$ cat src/rtl/sprite_pkg.sv
// Shared sprite constants, scroll FSM encoding and the wrap-around adder.
// Combinational helpers only; no latency and no flow control.
package sprite_pkg;

  localparam int ADDR_W   = 18;
  localparam int SCROLL_W = 12;

  // ROM word address of each strip's first pixel
  localparam int GROUND_BASE = 85015;

  typedef enum logic [1:0] {
    ST_IDLE = 2'd0,
    ST_RUN  = 2'd1,
    ST_HALT = 2'd2
  } scroll_state_t;

  // Both operands are below the strip width, so one subtraction is enough to wrap.
  function automatic logic [SCROLL_W-1:0] wrap_add(
    input logic [SCROLL_W-1:0] a,
    input logic [SCROLL_W-1:0] b,
    input logic [SCROLL_W:0]   width
  );
    logic [SCROLL_W:0] sum;
    sum = {1'b0, a} + {1'b0, b};
    if (sum >= width)
      sum = sum - width;
    return sum[SCROLL_W-1:0];
  endfunction

endpackage

$ cat src/rtl/scroll_ctrl.sv
// Run/halt FSM with speed ramp and horizontal scroll offset; updates once per frame_tick.
// Registered outputs, one Clk50 of latency; no backpressure, ticks outside RUN are dropped.
module scroll_ctrl import sprite_pkg::*; #(
  parameter int STRIP_W      = 2400,
  parameter int SPEED_MAX    = 8,
  parameter int ACCEL_FRAMES = 300
) (
  input  logic                Clk50,
  input  logic                Reset,
  input  logic                frame_tick,
  input  logic                run,
  input  logic                halt,
  input  logic [3:0]          speed_init,
  output logic [SCROLL_W-1:0] scroll_pos,
  output scroll_state_t       state
);

  localparam int CNT_W = $clog2(ACCEL_FRAMES + 1);

  logic [3:0]       speed;
  logic [CNT_W-1:0] frame_cnt;
  logic [3:0]       speed_load;
  logic             start;

  assign speed_load = (speed_init > 4'(SPEED_MAX)) ? 4'(SPEED_MAX) : speed_init;
  // halt outranks run when both arrive together
  assign start      = run && !halt;

  always_ff @(posedge Clk50 or posedge Reset) begin
    if (Reset) begin
      state      <= ST_IDLE;
      scroll_pos <= '0;
      speed      <= '0;
      frame_cnt  <= '0;
    end else begin
      case (state)
        ST_IDLE, ST_HALT: begin
          if (start) begin
            state      <= ST_RUN;
            scroll_pos <= '0;
            speed      <= speed_load;
            frame_cnt  <= '0;
          end
        end
        ST_RUN: begin
          if (halt)
            state <= ST_HALT;
          if (frame_tick) begin
            scroll_pos <= wrap_add(scroll_pos, {8'd0, speed}, (SCROLL_W+1)'(STRIP_W));
            if (frame_cnt == CNT_W'(ACCEL_FRAMES - 1)) begin
              frame_cnt <= '0;
              if (speed < 4'(SPEED_MAX))
                speed <= speed + 4'd1;
            end else begin
              frame_cnt <= frame_cnt + 1'b1;
            end
          end
        end
        default: state <= ST_IDLE;
      endcase
    end
  end

endmodule

$ cat src/rtl/scroll_layer.sv
// Scrolling ground strip: window tests and ROM address generation over a wrapping strip.
// address has one Clk50 of latency, window flags are combinational; no backpressure.
module scroll_layer #(
  parameter int BASE         = sprite_pkg::GROUND_BASE,
  parameter int STRIP_W      = 2400,
  parameter int STRIP_H      = 24,
  parameter int WIN_W        = 640,
  parameter int POS_Y        = 400,
  parameter int ADDR_W       = sprite_pkg::ADDR_W,
  parameter int SPEED_MAX    = 8,
  parameter int ACCEL_FRAMES = 300
) (
  input  logic              Clk50,
  input  logic              Reset,
  input  logic              frame_tick,
  input  logic              run,
  input  logic              halt,
  input  logic [3:0]        speed_init,
  input  logic [9:0]        WriteX,
  input  logic [9:0]        WriteY,
  input  logic [9:0]        DrawX,
  input  logic [9:0]        DrawY,
  output logic              layer_on_wr,
  output logic              layer_on_dr,
  output logic [ADDR_W-1:0] address,
  output logic [11:0]       scroll_pos,
  output logic [1:0]        state
);
  import sprite_pkg::*;

  scroll_state_t     fsm_state;
  logic [11:0]       col;
  logic [9:0]        row;
  logic [31:0]       addr_calc;

  scroll_ctrl #(
    .STRIP_W      (STRIP_W),
    .SPEED_MAX    (SPEED_MAX),
    .ACCEL_FRAMES (ACCEL_FRAMES)
  ) u_ctrl (
    .Clk50      (Clk50),
    .Reset      (Reset),
    .frame_tick (frame_tick),
    .run        (run),
    .halt       (halt),
    .speed_init (speed_init),
    .scroll_pos (scroll_pos),
    .state      (fsm_state)
  );

  assign state = fsm_state;

  assign layer_on_wr = ({1'b0, WriteX} < 11'(WIN_W)) &&
                       ({1'b0, WriteY} >= 11'(POS_Y)) &&
                       ({1'b0, WriteY} < 11'(POS_Y + STRIP_H));
  assign layer_on_dr = ({1'b0, DrawX} < 11'(WIN_W)) &&
                       ({1'b0, DrawY} >= 11'(POS_Y)) &&
                       ({1'b0, DrawY} < 11'(POS_Y + STRIP_H));

  // Each row wraps on its own, so the column depends only on X and the scroll offset
  assign col       = wrap_add(scroll_pos, {2'b00, WriteX}, 13'(STRIP_W));
  assign row       = WriteY - 10'(POS_Y);
  assign addr_calc = 32'(BASE) + 32'(row) * 32'(STRIP_W) + 32'(col);

  always_ff @(posedge Clk50 or posedge Reset) begin
    if (Reset)
      address <= ADDR_W'(BASE);
    else if (layer_on_wr)
      address <= addr_calc[ADDR_W-1:0];
    else
      address <= ADDR_W'(BASE);
  end

endmodule
$ cat config.mk
export PLATFORM = sky130hd
export DESIGN_NAME = scroll_layer
export DESIGN_NICKNAME = d
export VERILOG_FILES = /design/src/rtl/sprite_pkg.sv /design/src/rtl/scroll_ctrl.sv /design/src/rtl/scroll_layer.sv
export SDC_FILE = /design/constraint.sdc
export NUM_CORES = 1
export LEC_CHECK = 0
export ABC_AREA = 1
export BUFFER_PORTS_ARGS = -buffer_cell sky130_fd_sc_hd__buf_2
export CORE_MARGIN = 3
export CORE_UTILIZATION = 55
export DETAILED_ROUTE_END_ITERATION = 8
export PLACE_DENSITY_LB_ADDON = 0.3
export SLEW_MARGIN = 15
export SYNTH_ARGS = -nofsm -noshare
export SYNTH_HDL_FRONTEND = slang
export SYNTH_HIERARCHICAL = 1
export SYNTH_SLANG_ARGS = --single-unit
$ cat constraint.sdc
create_clock -name Clk50 -period 5.21 [get_ports Clk50]
set_clock_uncertainty 0.15 [all_clocks]
set_input_delay 0.2605 -clock Clk50 [delete_from_list [all_inputs] [get_ports Clk50]]
set_output_delay 0.2605 -clock Clk50 [all_outputs]
set_load 0.01 [all_outputs]
==> results.json <==
{
  "holdCritPathClass": "input pin to register",
  "cp.required_ps": 5260,
  "clock.fmax_ghz": 0.218,
  "crit_arrival_ps": 4630,
  "grt_overflow": 0,
  "grt_use_met1_pct": 30.3,
  "post-route-min-period_ps": 4580,
  "r2r_start": "u_ctrl/scroll_pos[0]$_DFFE_PP0P_",
  "via_per_inst": 5.18,
  "yosysUniqueCellTypes": 45,
  "syn_inst": 815,
  "core_sq_um": 9860,
  "clkTransAtPathRegs_ps": 90,
  "max_slew_margin_pct": 29.4,
  "ant_nets": 0,
  "dp_hpwl_um": 10600,
  "final_core_util_pct": 63.6,
  "grt_pass1_wl_um": 22000,
  "synth.avg_cell_area_sq_um": 6.92,
  "start_util_pct": 57.2,
  "tns_ps": 0,
  "rsz0062_at_grt": "no",
  "rows": 36,
  "dieArea_sq_um": 11500,
  "drv_slew": 0,
  "worstHoldStart": "halt",
  "place_congestion": 0.904,
  "startpoint_type": "input pin",
  "portBuffers": 72,
  "antenna_found_initial": 0,
  "postCtsSetupBuffers": 0,
  "crit_start": "WriteY[5]",
  "cts_tree": "yes",
  "numCtsBuffers": 5,
  "area_growth_pct": 11.2,
  "grt_max_degree": 28,
  "report.final.setup_viol": 0,
  "grt_usage_pct": 23.0,
  "num_antenna_cells": 0,
  "dr.pass1.iters": 5,
  "synth_area_sq_um": 5640,
  "clock_sinks": 45,
  "drt_iter0_markers": 236,
  "cts_buffer_depth": 2,
  "worst_slew_pin_slew_ps": 1060,
  "met2_usage_pct": 40.2,
  "grt-busiest-layer": "met2",
  "via_count": 5323,
  "yosys_warnings": 6,
  "p_leak_uw": 0.00352,
  "crit_type": "input pin to register",
  "finalWirelength_um": 12600,
  "drive_above_1_share_pct": 16.5,
  "fin_crit_sh_pct": 87.9,
  "ys_ff_latch": 45,
  "whs_ps": 15.5,
  "power_density_nw_per_um2": 390,
  "status": "complete, no violations",
  "cts_root_buf": "clkbuf_8",
  "wire_per_inst_um": 12.2,
  "cp-end-kind": "register",
  "die_height_um": 107,
  "syn-num-nets": 956,
  "pin_count": 83,
  "insertion_delay_ps": 300,
  "grt_pass1_vias": 5041,
  "yosysSeqAreaShare_pct": 20.1,
  "max_cap_viol_count": 0,
  "htree_levels": 2,
  "route.detailed.drc": 0,
  "gr-usage-met3_pct": 2.82,
  "nFillCells": 935,
  "ir_drop_mv": 0.400,
  "final-hold-violation-count": 0,
  "final_nets": 1035,
  "die_w_um": 107,
  "path_max_fanout": 5
}
kinds of logic (layout without fill, tap and decap cells):
| logic type | count (synthesis) | count (layout) | share of synthesized area (%) |
|---|---|---|---|
| buffers and inverters | 156 | 236 | 10.4 |
| flip-flops | 45 | 45 | 20.1 |
| XOR/XNOR | 19 | 19 | 2.95 |
| AND/OR/NAND/NOR | 406 | 406 | 34.0 |
| AO/OA/AOI/OAI | 97 | 97 | 10.2 |
| adder cells (fa/ha/maj) | 92 | 92 | 22.3 |
critical path, stage by stage:
cell	delay [ps]
buf_2	110
inv_1	60
ha_1	330
inv_1	100
ha_1	300
ha_1	290
ha_1	270
inv_1	50
fa_1	530
inv_1	40
ha_1	350
a21o_1	210
or2_1	240
a21oi_1	150
xnor2_1	90
ha_1	350
nand2_1	80
nor2_1	140
nand4_1	110
o21ai_2	210
nand3_1	110
nand2_1	90
nand2_1	50
nand2_1	50
nor2_1	40
where the power goes:
group	total (uW)	switching [uW]	internal (uW)
clock	226	130	96.9
sequential	458	58.9	399
combinational	1760	1100	669
total	2450	1280	1160
what timing repair did:
action	CTS	global route
hold endpoints to repair	10	0
gates resized for setup	0	0
hold buffers	1	0
cell usage after synthesis (all sizes together):
master	count	area, sq um
xor2	9	78.8
nand3	87	503
inv	153	574
dfrtp	37	926
o41ai	1	8.76
or2	4	25.0
o21ai	37	196
xnor2	10	87.6
fa	14	280
dfstp	8	210
o2111ai	1	8.76
nor3	15	80.1
clkbuf	2	7.51
o21a	6	45.0
nand4	20	125
a21oi	36	195
nor4	3	18.8
o21bai	2	18.8
a22o	2	17.5
a21o	3	22.5
nor2	45	191
nand3b	3	22.5
o22ai	3	18.8
ha	78	976
clkinv	1	3.75
and3	1	6.26
o211ai	2	20.0
nor3b	1	7.51
a31oi	4	25.0
nand2	226	933
and2	1	6.26
layout by cell type, fill, tap and decap left out, drive strengths merged, types with 2 or more instances in the layout:
cell,n
nand2,226
inv,154
nand3,87
ha,78
buf,73
nor2,45
dfrtp,37
o21ai,37
a21oi,36
nand4,20
nor3,15
fa,14
xnor2,10
xor2,9
dfstp,8
o21a,6
clkbuf,5
a31oi,4
or2,4
nor4,3
a21o,3
nand3b,3
o22ai,3
a22o,2
clkinv,2
o211ai,2
o21bai,2
flip-flops by register name (all words and copies together) (netlist names):
signal             flops
address               18
u_ctrl/frame_cnt       9
u_ctrl/scroll_pos     12
u_ctrl/speed           4
u_ctrl/state           2
final timing paths:
path | endpoint | slack [ps] | cells after the start
hold reg to reg | u_ctrl/frame_cnt[8]$_DFFE_PP0P_ | 420 | 2
setup / recovery | address[17]$_DFF_PP0_ | 630 | 25
max in group asynchronous | u_ctrl/scroll_pos[11]$_DFFE_PP0P_ | 3660 | 3
min in group asynchronous | address[17]$_DFF_PP0_ | 460 | 3
setup reg to reg | address[17]$_DFF_PP0_ | 850 | 26
hold / removal | u_ctrl/state[0]$_DFFE_PP0P_ | 20 | 2
stage by stage:
stage               setup WS (ps)  cell area (sq um)  instances  total power, uW
floorplan                     659               5640        815             1860
global placement              379               6170       1019             2190
detailed placement            325               6170       1019             2220
CTS                           643               6270       1028             2460
global route                  234               6270       1028             2780
finish                        631               6270       1028             2450
routing by layer:
metal  part of all wire (%)  routed length [um]
met5                      0                   0
met4                    1.3                 167
met3                    4.5                 561
met2                     48                5990
met1                     47                5870
layout make-up:
type                       instances  area (sq um)  share of cell area (%)
tap                              133           166                    2.65
multi-input combinational        614          3920                    62.5
sequential                        45          1140                    18.1
clock buffer                       5          68.8                    1.10
clock inverter                     3          25.0                   0.399
timing repair buffer              74           378                    6.03
inverter                         154           578                    9.22
Note: power is estimated with default switching activity, not from simulation.
